[config.mk]
export PLATFORM = sky130hd
export DESIGN_NAME = timer_counter
export DESIGN_NICKNAME = d
export VERILOG_FILES = /design/src/rtl/timer_pkg.sv /design/src/rtl/edge_detect_rise.sv /design/src/rtl/timer_counter.sv
export SDC_FILE = /design/constraint.sdc
export NUM_CORES = 1
export LEC_CHECK = 0
export BUFFER_PORTS_ARGS = -buffer_cell sky130_fd_sc_hd__buf_2
export CORE_ASPECT_RATIO = 1.4
export CORE_MARGIN = 3
export CORE_UTILIZATION = 35
export DETAILED_ROUTE_END_ITERATION = 10
export RECOVER_POWER = 25
export SKIP_LAST_GASP = 1
export SLEW_MARGIN = 20
export SYNTH_ARGS = -nofsm -noshare
export SYNTH_HDL_FRONTEND = slang
export SYNTH_HIERARCHICAL = 1
export SYNTH_SLANG_ARGS = --single-unit
[constraint.sdc]
create_clock -name pclk -period 6.05 [get_ports pclk]
set_input_delay 0.605 -clock pclk [delete_from_list [all_inputs] [get_ports pclk]]
set_output_delay 0.605 -clock pclk [all_outputs]
set_load 0.02 [all_outputs]
[src/rtl/timer_pkg.sv]
// timer_pkg: shared widths, clock-select encodings and count direction constants.
package timer_pkg;
  localparam int unsigned TMR_WIDTH = 8;
  typedef enum logic [1:0] {
    CKS_DIV2  = 2'd0,
    CKS_DIV4  = 2'd1,
    CKS_DIV8  = 2'd2,
    CKS_DIV16 = 2'd3
  } cks_e;
  localparam logic DIR_UP   = 1'b1;
  localparam logic DIR_DOWN = 1'b0;
endpackage

[src/rtl/edge_detect_rise.sv]
// edge_detect_rise: one-cycle tick on each sampled low-to-high transition of sig_in.
module edge_detect_rise (
  input  logic clk,
  input  logic sig_in,
  output logic tick
);
  logic dly_d, dly_q;
  // The delay register tracks the input even during reset, so a level held high
  // across reset release never looks like a fresh edge.
  always_comb dly_d = sig_in;
  always_ff @(posedge clk) dly_q <= dly_d;
  assign tick = sig_in & ~dly_q;
endmodule

[src/rtl/timer_counter.sv]
// timer_counter: loadable up/down counter advanced by rising edges of clk_in, with wrap pulses and sticky flags.
module timer_counter
  import timer_pkg::*;
#(
  parameter int unsigned             WIDTH   = TMR_WIDTH,
  parameter logic [WIDTH-1:0]        MAX_VAL = {WIDTH{1'b1}}
) (
  input  logic             pclk,
  input  logic             preset,
  input  logic             clk_in,
  input  logic             en,
  input  logic             up_down,
  input  logic             load,
  input  logic [WIDTH-1:0] tdr,
  input  logic             clr_ovf,
  input  logic             clr_udf,
  output logic [WIDTH-1:0] tcnt,
  output logic             ovf_pulse,
  output logic             udf_pulse,
  output logic             ovf_flag,
  output logic             udf_flag
);
  logic             tick, count, wrap_up, wrap_dn;
  logic [WIDTH-1:0] cnt_d, cnt_q;
  logic             ovf_p_d, ovf_p_q, udf_p_d, udf_p_q;
  logic             ovf_f_d, ovf_f_q, udf_f_d, udf_f_q;
  edge_detect_rise u_edge (
    .clk    (pclk),
    .sig_in (clk_in),
    .tick   (tick)
  );
  // Load outranks counting; a tick coinciding with load is dropped.
  always_comb begin
    count   = ~load & en & tick;
    wrap_up = count & (up_down == DIR_UP) & (cnt_q == MAX_VAL);
    wrap_dn = count & (up_down == DIR_DOWN) & (cnt_q == '0);
    cnt_d   = load ? tdr :
              ~count ? cnt_q :
              (up_down == DIR_UP) ? (wrap_up ? '0 : cnt_q + WIDTH'(1)) :
              (wrap_dn ? MAX_VAL : cnt_q - WIDTH'(1));
    ovf_p_d = wrap_up;
    udf_p_d = wrap_dn;
    ovf_f_d = wrap_up | (ovf_f_q & ~clr_ovf);
    udf_f_d = wrap_dn | (udf_f_q & ~clr_udf);
  end
  always_ff @(posedge pclk) begin
    if (preset) begin
      cnt_q   <= '0;
      ovf_p_q <= 1'b0;
      udf_p_q <= 1'b0;
      ovf_f_q <= 1'b0;
      udf_f_q <= 1'b0;
    end else begin
      cnt_q   <= cnt_d;
      ovf_p_q <= ovf_p_d;
      udf_p_q <= udf_p_d;
      ovf_f_q <= ovf_f_d;
      udf_f_q <= udf_f_d;
    end
  end
  assign tcnt      = cnt_q;
  assign ovf_pulse = ovf_p_q;
  assign udf_pulse = udf_p_q;
  assign ovf_flag  = ovf_f_q;
  assign udf_flag  = udf_f_q;
endmodule

==> results.txt, run 1 <==
Status -> complete, no violations
CTS root buf -> clkbuf_4
Synth Flop Type -> dfxtp_1
Lkg Pwr -> 0.429 nW
Met2 GRT Util -> 0.299
Clock sinks -> 13
Initial DRC Count -> 41
Slew @ Worst Pin -> 0.387 ns
Post-route cell area -> 1060 sq um
Hold_buf cts -> 0
Relative slew slack -> 0.740
Max-cap violations -> 0
Met3 GRT Util -> 0.0340
TritonCTS Buffers -> 3
R2r setup slk -> 3.98 ns
List of most frequent post-synthesis cells -> dfxtp_1 (13), nor2_1 (10), nand2_1 (8)
Post-CTS Resized -> 0
Row count -> 21
I/O pin cnt -> 28
#FFs+latches synth -> 13
Core area -> 2420 sq um
H-tree depth -> 1
Worst hold path depth -> 1
Mapped cell area -> 890 sq um
RSZ-0062 raised after global routing -> false
Clock buffer depth -> 2
Syn Inst Count -> 111
Worst-Skew Late Latency -> 0.28 ns
Vias -> 953
Inserted Diodes -> 0
Max IR drop VDD -> 0.0874 mV
Worst setup EP type -> flip-flop
Post-Route WL -> 2.54 mm
Ranking of synthesized cells by area -> dfxtp_1 (29%), nor2_1 (4.2%), nand2_1 (3.4%)
CTS tree -> done
Library cells used by synthesis -> 47
Fin nets -> 155
Hold Startpoint -> clk_in
Syn. warnings -> 6
Top cell type's share of synthesized area -> 0.293
Pin count of the biggest net entering global routing -> 15
Global Route Usage Sum -> 0.171
Worst Path Required -> 6.25 ns
Routed Antenna Nets -> 0
Die extent in y -> 65.7 um
Number of fill cells -> 288
Most common cell in the netlist -> dfxtp_1
Routed WL per cell -> 14.9 um
Worst Path Max Fanout -> 10
R2R depth -> 6
Setup TNS -> 0 ns
Die Width -> 48.6 um
1st-pass router iterations -> 5
Mean Syn Cell Area -> 8.01 sq um
CTS clk-pin slew, worst paths -> 0.09 ns
GR Layer Usage met1 -> 0.203
Worst setup SP type -> flip-flop
Vias in the first global route -> 947
RR Endpoint -> tcnt[7]$_SDFFE_PP0P_
DR vias/cell -> 5.61
Final period util -> 0.342
Flop pwr share -> 0.485
Port bufs -> 27
Min-Delay Path Class -> input pin to flip-flop
Drt drc -> 0
Dpl hpwl -> 1.84 mm
Asr flop ratio synth -> 0
Achievable Freq -> 0.484 GHz
Starting density of the core -> 0.368
Worst Path Arrival -> 2.27 ns
Power Internal -> 0.136 mW
Layout cells sized above 1 -> 0.228
Area Growth Syn to Fin -> 18.8%
GP Congestion -> 0.888
Total congestion overflow -> 0
Worst Hold End -> u_edge/dly_q$_DFF_P_
Pins over their slew limit -> 0
# setup viols final -> 0
Reg2reg start -> tcnt[0]$_SDFFE_PP0P_
Number of synthesized flops with an enable pin -> 0
Syn Nets -> 129
Synth area leader -> dfxtp_1
Crit path kind -> flip-flop to flip-flop
Register area share after synthesis -> 0.293
Clock skew -> 0.00864 ns
Setup Buffers After CTS -> 0
Initial antenna violation count -> 0
Placement Cell Area -> 1040 sq um
First-pass GRT wire length -> 4.32 mm
Die area -> 3190 sq um
Switching share of power -> 0.337
Power share of the clock group -> 0.280
Final worst path period need -> 2.07 ns
Pwr dens -> 194 nW/um^2
NetSw -> 0.0689 mW
Comb power frac -> 0.235
Final hold vios -> 0
Busiest grt layer -> met2
## sequential cells by signal, indices dropped and copies added, names as in the netlist
name / count
tcnt: 8
ovf_flag: 1
ovf_pulse: 1
u_edge/dly_q: 1
udf_flag: 1
udf_pulse: 1
## cell families after synthesis
family / count (synthesis) / synth area share
AND/OR/NAND/NOR: 50 / 0.329
AO/OA/AOI/OAI: 30 / 0.250
flip-flops: 13 / 0.293
buffers and inverters: 12 / 0.0591
XOR/XNOR: 3 / 0.0295
adder cells (fa/ha/maj): 2 / 0.0281
multiplexers: 1 / 0.0113
## worst max-delay path by stage
stage	slack, ns	endpoint	cells past startpoint	startpoint
after global routing	3.82	tcnt[3]$_SDFFE_PP0P_	6	tcnt[0]$_SDFFE_PP0P_
after detailed placement	3.79	tcnt[3]$_SDFFE_PP0P_	5	up_down
after floorplan	4.03	tcnt[7]$_SDFFE_PP0P_	6	tcnt[0]$_SDFFE_PP0P_
final	3.98	tcnt[7]$_SDFFE_PP0P_	6	tcnt[0]$_SDFFE_PP0P_
after global placement	3.82	tcnt[7]$_SDFFE_PP0P_	5	up_down
after CTS	3.99	tcnt[3]$_SDFFE_PP0P_	6	tcnt[0]$_SDFFE_PP0P_
## stage by stage
| step | total power, mW | utilization | setup WS (ns) | std cells | hold slack [ns] |
|---|---|---|---|---|---|
| floorplan | 0.133 | - | 4.03 | 111 | 0.547 |
| global placement | 0.148 | 0.429 | 3.82 | 166 | 0.458 |
| detailed placement | 0.149 | 0.429 | 3.79 | 166 | 0.467 |
| CTS | 0.205 | 0.440 | 3.99 | 170 | 0.435 |
| global route | 0.218 | 0.437 | 3.82 | 170 | 0.456 |
| finish | 0.205 | 0.437 | 3.98 | 170 | 0.446 |
## cells in the final DEF (no fill, tap or decap), types with 2 or more instances in the layout
cell type  synthesis  final
o21ai_1            2      2
inv_1              6      6
and2_1             4      4
clkbuf_1           5      6
nand3_1            5      5
or3_1              3      3
a31oi_1            4      4
dfxtp_1           13     13
o21ai_0            3      3
nand2b_1           3      3
ha_1               2      2
nor3_1             3      3
clkbuf_4           0      3
nor2_1            10     10
buf_2              0     22
nand4_1            2      2
a211oi_1           2      2
a21oi_1            5      5
nand2_1            8      8
xnor2_1            2      2
## per-layer routing
metal / vias to the layer above / wire length (um)
li1: 467 / -
met1: 443 / 1090
met2: 35 / 1290
met3: 8 / 101
met4: 0 / 56
met5: - / 0
## power groups by stage
stage               Combinational (mW)  Sequential [mW]  Clock (mW)
floorplan                       0.0308            0.102           0
global placement                0.0473            0.101           0
detailed placement              0.0482            0.101           0
CTS                             0.0486           0.0989      0.0575
global route                    0.0543            0.100      0.0631
finish                          0.0481           0.0994      0.0573
## final cells by class
cell class,instances,area (sq um),area share
clock buffer,4,26.3,0.0249
inverter,6,22.5,0.0213
sequential,13,260,0.246
tap,34,42.5,0.0402
timing repair buffer,27,129,0.122
multi-input combinational,86,577,0.546
## critical path: stages, from the launching register on
cell and delay (ns):
dfxtp_1 0.41, inv_1 0.09, ha_1 0.15, or4b_4 0.49
or4_4 0.55, o311a_1 0.14, a211oi_2 0.17
No activity file was read; power rests on OpenSTA's default activity.
==> inputs of run 2 (changes only) <==
clock period = 2 ns   (was 6.05 ns; I/O delays follow)
==> results.txt, run 2 (same netlist as run 1, synthesis figures left out) <==
Clock sinks -> 13
Number of fill cells -> 273
Lkg Pwr -> 0.459 nW
Footprint of the multi-input gates -> 577 sq um
CTS clk-pin slew, worst paths -> 0.09 ns
Post-CTS Resized -> 0
Max-cap violations -> 0
Achievable Freq -> 0.525 GHz
Worst Path Required -> 2.17 ns
Core area -> 2420 sq um
Clock skew -> 0.00167 ns
Initial antenna violation count -> 0
Seq. cell area -> 263 sq um
GP Congestion -> 0.864
Setup TNS -> 0 ns
Relative slew slack -> 0.756
Die area -> 3190 sq um
Pre-CTS setup slack -> 0.0809 ns
Post-Route WL -> 2.50 mm
Hold_buf cts -> 0
Final worst path period need -> 1.91 ns
I/O pin cnt -> 28
Initial DRC Count -> 21
CTS root buf -> clkbuf_4
# setup viols final -> 0
Routed WL per cell -> 14.2 um
Starting density of the core -> 0.368
Inserted Diodes -> 0
Max reg flops -> 8
Dpl hpwl -> 1.89 mm
Vias in the first global route -> 880
Pins over their slew limit -> 0
Crit path kind -> flip-flop to flip-flop
First-pass GRT wire length -> 4.10 mm
Global Route Usage Sum -> 0.167
Row count -> 21
Final period util -> 0.953
Worst Path Max Fanout -> 9
Total congestion overflow -> 0
Drt drc -> 0
Setup Buffers After CTS -> 0
Worst Path Arrival -> 2.08 ns
Final hold vios -> 0
Worst-Skew Late Latency -> 0.28 ns
Fin nets -> 161
Final WS setup -> 0.0936 ns
Min-Delay Path Class -> input pin to flip-flop
RSZ-0062 raised after global routing -> false
Worst setup EP type -> flip-flop
Pwr dens -> 570 nW/um^2
DR vias/cell -> 5.31
Max IR drop VDD -> 0.343 mV
Area Growth Syn to Fin -> 24.2%
Die extent in y -> 65.7 um
Routed Antenna Nets -> 0
Worst setup SP type -> flip-flop
CTS tree -> done
Pin count of the biggest net entering global routing -> 15
Highest-count cells in the layout ignoring fill and taps -> buf_2 (22), dfxtp_1 (11), nor2_1 (10)
Port bufs -> 27
Commonest non-fill, non-tap cell in the layout -> buf_2
Die Width -> 48.6 um
Clock buffer depth -> 2
Vias -> 934
TritonCTS Buffers -> 3
Status -> complete, no violations
H-tree depth -> 1
Slew @ Worst Pin -> 0.366 ns
1st-pass router iterations -> 4
Layout cells sized above 1 -> 0.275
-- run 2: cell types whose count changed in the layout (fill, tap and decap cells not counted), sizes merged --
cell	change
buf	+6
-- run 2: per-layer routing --
| layer | up-vias | global-route usage | part of all wire |
|---|---|---|---|
| met5 | - | 0 | 0 |
| met4 | 0 | 0.0961 | 0.017 |
| li1 | 478 | - | - |
| met3 | 4 | 0.0317 | 0.045 |
| met1 | 428 | 0.185 | 0.43 |
| met2 | 24 | 0.294 | 0.51 |
-- run 2: layout make-up --
class	instances	share of cell area
inverter	6	0.0204
timing repair buffer	33	0.157
tap	34	0.0385
sequential	13	0.238
clock buffer	4	0.0238
multi-input combinational	86	0.522
-- run 2: worst paths after layout --
kind	startpoint	to	slack [ns]	cells after the start
min reg2reg	ovf_flag$_SDFF_PP0_	ovf_flag$_SDFF_PP0_	0.48	2
max reg2reg	tcnt[0]$_SDFFE_PP0P_	tcnt[7]$_SDFFE_PP0P_	0.09	5
min	clk_in	u_edge/dly_q$_DFF_P_	0.03	1
max	tcnt[0]$_SDFFE_PP0P_	tcnt[7]$_SDFFE_PP0P_	0.09	5
-- run 2: report_power, final --
group	switching, mW	internal, mW
Clock	0.0968	0.0776
Combinational	0.0946	0.0701
Sequential	0.0177	0.272
Total	0.209	0.420
-- run 2: critical path, cell delays in order, from the launching register on --
cell and delay [ns]:
dfxtp_2 0.33, buf_4 0.15, or4_1 0.60, or2_1 0.26
a221oi_1 0.33, a211oi_2 0.12
-- run 2: through the flow --
step	instances	hold WS [ns]	area (sq um)	utilization	power (mW)
floorplan	111	0.228	892	-	0.403
global placement	172	0.320	1080	0.449	0.458
detailed placement	172	0.322	1080	0.449	0.461
CTS	176	0.0164	1110	0.460	0.637
global route	176	0.0130	1100	0.457	0.669
finish	176	0.0283	1100	0.457	0.629
==> inputs of run 3 (changes only) <==
CORE_MARGIN = 5   (was 3)
SETUP_SLACK_MARGIN = 0.2   (was default)
==> results.txt, run 3 (same netlist as run 1, synthesis figures left out) <==
H-tree depth -> 1
Relative slew slack -> 0.743
Status -> complete, no violations
CP max stage cell -> or4b_4
Highest-count cells in the layout ignoring fill and taps -> buf_2 (22), buf_4 (14), dfxtp_1 (11)
Worst Path Arrival -> 2.12 ns
Initial antenna violation count -> 0
GP Congestion -> 0.853
Total congestion overflow -> 0
First-pass GRT wire length -> 4.79 mm
Row count -> 21
Max-cap violations -> 0
Starting density of the core -> 0.368
Crit path kind -> flip-flop to flip-flop
Pwr dens -> 556 nW/um^2
Hold_buf cts -> 0
CTS tree -> done
Area Growth Syn to Fin -> 38.0%
Clock skew -> 0.00780 ns
Final Core Density -> 0.508
Post-Route WL -> 2.99 mm
Seq. cell area -> 268 sq um
Core area -> 2420 sq um
Lkg Pwr -> 0.513 nW
Global Route Usage Sum -> 0.173
Family with the most delay on the worst path -> simple AND/OR/NAND/NOR gates
Vias in the first global route -> 1003
Worst Path Required -> 2.23 ns
Inserted Diodes -> 0
Pins over their slew limit -> 0
Worst-path cell chain -> inv_4 -> ha_4 -> or4b_4 -> or4_4 -> o311a_1 -> a211oi_2
Die extent in y -> 69.7 um
Initial DRC Count -> 24
Clock sinks -> 13
Max reg flops -> 8
Min-Delay Path Class -> input pin to flip-flop
Final period util -> 0.946
DR vias/cell -> 5.65
TritonCTS Buffers -> 3
Layout cells sized above 1 -> 0.364
Routed WL per cell -> 16.2 um
R2r setup slk -> 0.11 ns
Slew @ Worst Pin -> 0.385 ns
Vias -> 1045
Clock buffer depth -> 2
I/O pin cnt -> 28
Pin count of the biggest net entering global routing -> 15
CTS clk-pin slew, worst paths -> 0.10 ns
1st-pass router iterations -> 4
Worst setup EP type -> flip-flop
Worst-Skew Late Latency -> 0.30 ns
Max IR drop VDD -> 0.364 mV
Worst Path Max Fanout -> 5
Worst path bufs/invs -> 1
Setup TNS -> 0 ns
Die Width -> 52.6 um
Routed Antenna Nets -> 0
Number of fill cells -> 261
Die area -> 3660 sq um
Commonest non-fill, non-tap cell in the layout -> buf_2
Max incr delay on CP -> 0.48 ns
Final hold vios -> 0
Fin nets -> 170
Achievable Freq -> 0.529 GHz
Footprint of the multi-input gates -> 621 sq um
Worst setup SP type -> flip-flop
CTS root buf -> clkbuf_4
Port bufs -> 27
RSZ-0062 raised after global routing -> true
Drt drc -> 0
# setup viols final -> 0
Dpl hpwl -> 2.09 mm
Final worst path period need -> 1.89 ns
-- run 3: cell types whose count changed in the layout (fill, tap and decap cells not counted), sizes merged --
cell / before / now
buf: 28 / 37
-- run 3: stage by stage --
stage	hold slack [ns]	worst slack [ns]	std cells	power, mW	cell area (sq um)
final	0.0292	0.108	185	0.682	1230
after global routing	0.0392	0.0155	185	0.706	1230
after CTS	0.0217	0.127	184	0.670	1220
after detailed placement	0.320	0.0677	171	0.464	1090
after global placement	0.320	0.132	171	0.461	1090
after floorplan	0.228	0.156	111	0.405	907
-- run 3: what timing repair did --
action	CTS	global route
endpoints found under the setup margin	4	7
gates resized for setup	7	3
pin swaps	1	3
setup buffers	9	1
-- run 3: area by class of cell --
| type | count | area share |
|---|---|---|
| repair buffers | 42 | 0.200 |
| flip-flops and latches | 13 | 0.218 |
| clock buffers | 4 | 0.0214 |
| multi-input cells | 86 | 0.506 |
| well taps | 34 | 0.0347 |
| inverters | 6 | 0.0204 |
-- run 3: worst paths after layout --
kind,startpoint,endpoint,depth (start not counted)
setup reg to reg,tcnt[0]$_SDFFE_PP0P_,tcnt[7]$_SDFFE_PP0P_,6
hold reg to reg,ovf_flag$_SDFF_PP0_,ovf_flag$_SDFF_PP0_,2
hold / removal,clk_in,u_edge/dly_q$_DFF_P_,1
setup / recovery,tcnt[0]$_SDFFE_PP0P_,tcnt[7]$_SDFFE_PP0P_,6
-- run 3: metal layers --
layer	global-route usage	up-vias	part of all wire
li1	-	495	-
met1	0.215	487	0.38
met2	0.271	50	0.51
met3	0.0215	13	0.060
met4	0.111	0	0.040
met5	0	-	0
-- run 3: power by group --
| group | switching (mW) | total, mW | internal [mW] | leakage, nW |
|---|---|---|---|---|
| clock network | 0.111 | 0.188 | 0.0778 | 0.0150 |
| registers | 0.0211 | 0.292 | 0.271 | 0.108 |
| logic | 0.110 | 0.201 | 0.0913 | 0.390 |
| total | 0.241 | 0.682 | 0.440 | 0.513 |
